### src/rtl/mem_arbiter.sv
// mem_arbiter: shares one memory port between icache and dcache,
// with starvation guard and tag-based return routing.
//
// Ports:
//   clock, reset             : clock, synchronous active-high reset
//   icache2mem_*             : icache request (command, addr)
//   dcache2mem_*             : dcache request (command, addr, data)
//   proc2mem_*               : arbitrated request to memory
//   mem2proc_response        : accept tag for this cycle's command (0 = reject)
//   mem2proc_data/_tag       : load return (tag 0 = nothing)
//   mem2icache_*/mem2dcache_*: routed response, data and tag
//   mem_tag_error            : return tag had no recorded owner
module mem_arbiter #(
    parameter int XLEN         = 32,
    parameter int STARVE_LIMIT = 3
) (
    input  logic            clock,
    input  logic            reset,
    input  logic [1:0]      icache2mem_command,
    input  logic [XLEN-1:0] icache2mem_addr,
    input  logic [1:0]      dcache2mem_command,
    input  logic [XLEN-1:0] dcache2mem_addr,
    input  logic [63:0]     dcache2mem_data,
    output logic [1:0]      proc2mem_command,
    output logic [XLEN-1:0] proc2mem_addr,
    output logic [63:0]     proc2mem_data,
    input  logic [3:0]      mem2proc_response,
    input  logic [63:0]     mem2proc_data,
    input  logic [3:0]      mem2proc_tag,
    output logic [3:0]      mem2icache_response,
    output logic [63:0]     mem2icache_data,
    output logic [3:0]      mem2icache_tag,
    output logic [3:0]      mem2dcache_response,
    output logic [63:0]     mem2dcache_data,
    output logic [3:0]      mem2dcache_tag,
    output logic            mem_tag_error
);

    typedef enum logic [1:0] {
        BUS_NONE  = 2'd0,
        BUS_LOAD  = 2'd1,
        BUS_STORE = 2'd2,
        BUS_RSVD  = 2'd3
    } bus_cmd_e;

    logic        ic_req;
    logic        dc_req;
    logic        starved;
    logic        grant_ic;
    logic        grant_dc;
    logic [2:0]  starve_cnt;
    logic [15:0] tag_valid;
    logic [15:0] tag_owner;   // 1 = dcache, 0 = icache
    logic        ret_live;
    logic        ret_hit;
    logic        alloc;

    // Encoding 3 is reserved and behaves as no request.
    always_comb begin
        ic_req   = (icache2mem_command == BUS_LOAD);
        dc_req   = (dcache2mem_command == BUS_LOAD) ||
                   (dcache2mem_command == BUS_STORE);
        starved  = (starve_cnt >= 3'(STARVE_LIMIT));
        grant_dc = !reset && dc_req && !(ic_req && starved);
        grant_ic = !reset && ic_req && !grant_dc;
    end

    always_comb begin
        proc2mem_command    = BUS_NONE;
        proc2mem_addr       = '0;
        proc2mem_data       = '0;
        mem2icache_response = '0;
        mem2dcache_response = '0;
        if (grant_dc) begin
            proc2mem_command    = dcache2mem_command;
            proc2mem_addr       = dcache2mem_addr;
            proc2mem_data       = dcache2mem_data;
            mem2dcache_response = mem2proc_response;
        end else if (grant_ic) begin
            proc2mem_command    = BUS_LOAD;
            proc2mem_addr       = icache2mem_addr;
            mem2icache_response = mem2proc_response;
        end
    end

    // Return routing looks only at the table as it stood before this edge,
    // so a same-cycle reallocation of the tag cannot steal the return.
    always_comb begin
        ret_live        = !reset && (mem2proc_tag != 4'd0);
        ret_hit         = ret_live && tag_valid[mem2proc_tag];
        mem_tag_error   = ret_live && !tag_valid[mem2proc_tag];
        mem2icache_tag  = '0;
        mem2icache_data = '0;
        mem2dcache_tag  = '0;
        mem2dcache_data = '0;
        if (ret_hit) begin
            if (tag_owner[mem2proc_tag]) begin
                mem2dcache_tag  = mem2proc_tag;
                mem2dcache_data = mem2proc_data;
            end else begin
                mem2icache_tag  = mem2proc_tag;
                mem2icache_data = mem2proc_data;
            end
        end
        alloc = (proc2mem_command == BUS_LOAD) &&
                (mem2proc_response != 4'd0);
    end

    always_ff @(posedge clock) begin
        if (reset) begin
            starve_cnt <= '0;
            tag_valid  <= '0;
            tag_owner  <= '0;
        end else begin
            if (!ic_req || grant_ic)
                starve_cnt <= '0;
            else if (starve_cnt != 3'd7)
                starve_cnt <= starve_cnt + 3'd1;
            if (ret_hit)
                tag_valid[mem2proc_tag] <= 1'b0;
            // Later assignment wins: a new owner overrides the clear.
            if (alloc) begin
                tag_valid[mem2proc_response] <= 1'b1;
                tag_owner[mem2proc_response] <= grant_dc;
            end
        end
    end

endmodule

### config.mk
export PLATFORM = sky130hd
export DESIGN_NAME = mem_arbiter
export DESIGN_NICKNAME = d
export VERILOG_FILES = /design/src/rtl/mem_arbiter.sv
export SDC_FILE = /design/constraint.sdc
export NUM_CORES = 1
export LEC_CHECK = 0
export ABC_CLOCK_PERIOD_IN_PS = 10950
export CAP_MARGIN = 0
export CORE_AREA = 3 3 174 176
export CTS_BUF_LIST = sky130_fd_sc_hd__clkbuf_8
export DETAILED_ROUTE_END_ITERATION = 6
export DIE_AREA = 0 0 177 179
export GPL_ROUTABILITY_DRIVEN = 0
export PLACE_DENSITY = 0.47
export SYNTH_ARGS = -nofsm -noshare
export SYNTH_HDL_FRONTEND = slang
export SYNTH_SLANG_ARGS = --single-unit
### constraint.sdc
create_clock -name clock -period 10.95 [get_ports clock]
set_clock_uncertainty 0.1 [all_clocks]
set_input_delay 3.285 -clock clock [delete_from_list [all_inputs] [get_ports clock]]
set_output_delay 3.285 -clock clock [all_outputs]
set_load 0.02 [all_outputs]
==> results.yml <==
critical_path:
  worstRegToRegCells: 6
  crit_path_end_kind: "output pin"
  startpoint_type: "input port"
  worstPathMaxFanout: 29
  cp.required_ns: 7.57
  crit_chain: "clkdlybuf4s50_1 > nor2b_1 > a22oi_1 > a32oi_4 > buf_4 > buf_4 > nor3b_1 > clkdlybuf4s50_1"
  arrival_ns: 6.49
  cpMaxStageDelayCell: "clkdlybuf4s50_1"
  criticalPathCategory: "input port to output pin"
  max_stage_delay_ns: 0.79
  reg2reg_slack_ns: 8.47
synth:
  synth_largest_area_cell: "dfxtp_1"
  yosysSeqAreaShare: 0.164
  synth-simple-area-share: 0.503
  synth_cells: 517
  synthFlopType: "dfxtp_1"
  post_synth.cell_area_avg_um2: 8.27
  synth_cell_type_count: 53
  syn_nets: 726
  yosys_register_bits: 35
  synth-xor-area-share: 0.00205
  async_flop_share: 0
  synth_top_family_by_area: "simple AND/OR/NAND/NOR gates"
  synth-compound-area-share: 0.196
  synth-adder-area-share: 0.00878
  synth.mux.area_fraction: 0.0430
  synth_edf_count: 0
  yosysTopAreaCellShare: 0.164
  synth_area_leaders: "dfxtp_1 (16%), nor3b_2 (16%), nor3b_1 (13%), and2_1 (10%), a22o_1 (6.6%)"
  yosysWarnings: 0
  syn_area_um2: 4270
die:
  dieArea_um2: 31700
  start_util: 0.149
  die_width_um: 177
  core.rowCount: 62
  fp.dieH_um: 179
  core_area_um2: 28800
  ioPinCount: 449
routing:
  wire_per_inst_um: 19.3
  vias_per_cell: 4.28
  via_count: 5607
  totalWireLength_mm: 25.2
  drt_iter0_markers: 179
  firstDrtPassIters: 4
  ant_nets: 0
  post-route-drc-count: 0
layout:
  fill_cells: 3032
  drive_above_1_share: 0.0995
  area_growth_pct: 115
  stdcell_count: 1309
  diodes: 0
  layout.nets: 1133
  final_area_um2: 9190
  final_util: 0.319
sta:
  holdWs_ns: 0.368
  setup_viol_count_final: 0
  fin_crit_ns: 9.88
  hold_viol: 0
  fin_setup_tns_ns: 0
  drv_slew: 0
  fin_crit_sh: 0.902
  rsz0062_at_grt: "false"
  fmax_ghz: 0.101
  slew_headroom: 0.402
  tightest_slew_ns: 0.897
clock_network:
  ctsHoldBuffers: 0
  cts-root-buf: "clkbuf_8"
  clock_latency_ns: 0.29
  cts_sinks: 35
  clockBufferDepth: 2
  post-cts-setup-buffer-count: 0
  htreeDepth: 2
  cts_resized: 0
  clkTransAtPathRegs_ns: 0.07
  cts_tree: "done"
  cts_made_buffers: 5
status:
  run_status: "finished, final reports clean"
global_routing:
  grt_pass1_wl_mm: 35.0
  use_met3: 0.0487
  antenna_found_initial: 5
  grtUsageMet1: 0.138
  grt_remaining_overflow: 0
  grt_pass1_vias: 5418
  grt_busiest_layer: "met2"
  grt_max_degree: 102
  grt_use_met2: 0.299
  grt.total_usage: 0.144
run:
  drv_cap: 0
power_and_ir_drop:
  leakagePower_nw: 2.94
  ir_worst_vdd_uv: 31.7
  power_density_nw_per_um2: 54.2
placement:
  portBuffers: 448
  dpl.cell_count: 1301
  hpwl_mm: 21.5
  place_area_um2: 9090
worst_hold_path:
  min_path_type: "register to register"
  hold_depth: 1
==> worst paths after layout <==
check,start,to
max,mem2proc_tag[2],mem2icache_data[1]
max reg2reg,starve_cnt[0],tag_owner[3]
min,tag_valid[0],tag_valid[0]
min reg2reg,tag_valid[0],tag_valid[0]
==> final cells by class <==
class                           instances  area (um^2)  area share
Timing Repair Buffer                  462         4630       0.504
Inverter                                6         22.5     0.00245
Multi-Input combinational cell        414         3260       0.354
Clock buffer                            7         96.3      0.0105
Clock inverter                          1         3.75    0.000409
Sequential cell                        35          701      0.0763
Tap cell                              384          480      0.0523
==> layer usage <==
metal / vias up / share of wire
li1: 2706 / -
met1: 2578 / 0.33
met2: 295 / 0.56
met3: 18 / 0.10
met4: 10 / 0.0091
met5: - / 0.0022
==> where the power goes <==
group	internal, mW	leakage [nW]	total (mW)	switching, mW
combinational	0.144	2.60	0.265	0.121
clock	0.0565	0.0557	0.104	0.0472
sequential	0.128	0.282	0.129	0.000506
total	0.329	2.94	0.498	0.169
==> worst max-delay path: cells and delay by family <==
family	cells	cell delay, ns
buffers and inverters	4	2.02
AOI/OAI and AO/OA	2	0.66
and+or+nand+nor	2	0.52
==> flip-flops by register name, summed over array words and instances (netlist names) <==
register and flops:
tag_owner 16, tag_valid 16, starve_cnt 3
==> stage by stage <==
step | total power, mW | setup WS [ns]
final | 0.498 | 1.07
after global routing | 0.521 | 0.815
after CTS | 0.506 | 1.10
after detailed placement | 0.401 | 1.10
after global placement | 0.401 | 1.16
after floorplan | 0.243 | 2.51
==> cells in the mapped netlist, types with 2 or more instances <==
cell	count
a21o_1	2
a21oi_1	28
a221oi_1	2
a22o_1	32
a2bb2oi_1	3
and2_1	71
buf_1	4
buf_2	21
buf_4	3
buf_6	8
clkbuf_1	25
dfxtp_1	35
ha_1	3
inv_1	6
mux2i_1	6
mux4_2	5
nand2_1	14
nand2b_1	4
nand3_1	20
nand4_1	2
nor2_1	9
nor2b_1	9
nor3_1	6
nor3_2	2
nor3b_1	75
nor3b_2	56
nor4_1	2
o211ai_1	3
o21ai_0	19
o311ai_0	3
o31ai_1	5
o41ai_1	3
or3_1	11
==> layout by cell type, fill, tap and decap left out, drive strengths merged, types with 2 or more instances in the layout <==
| master | netlist | routed |
|---|---|---|
| a21o | 2 | 2 |
| a21oi | 28 | 28 |
| a221oi | 2 | 2 |
| a22o | 32 | 32 |
| a2bb2oi | 3 | 3 |
| a32oi | 2 | 2 |
| and2 | 71 | 71 |
| buf | 36 | 14 |
| clkbuf | 26 | 7 |
| clkdlybuf4s50 | 0 | 448 |
| dfxtp | 35 | 35 |
| ha | 3 | 3 |
| inv | 6 | 7 |
| mux2i | 6 | 6 |
| mux4 | 5 | 5 |
| nand2 | 14 | 14 |
| nand2b | 5 | 5 |
| nand3 | 20 | 20 |
| nand4 | 2 | 2 |
| nor2 | 9 | 9 |
| nor2b | 9 | 9 |
| nor3 | 8 | 8 |
| nor3b | 131 | 131 |
| nor4 | 2 | 2 |
| o211ai | 3 | 3 |
| o21ai | 19 | 19 |
| o311ai | 3 | 3 |
| o31ai | 5 | 5 |
| o41ai | 3 | 3 |
| or3 | 11 | 11 |
==> logic make-up after synthesis <==
group	after synthesis
AOI/OAI and AO/OA	114
and+or+nand+nor	284
buffers and inverters	68
DFF	35
xor gates and xnor gates	1
adders and majority gates	3
muxes	12
Note: power is estimated with default switching activity, not from simulation.
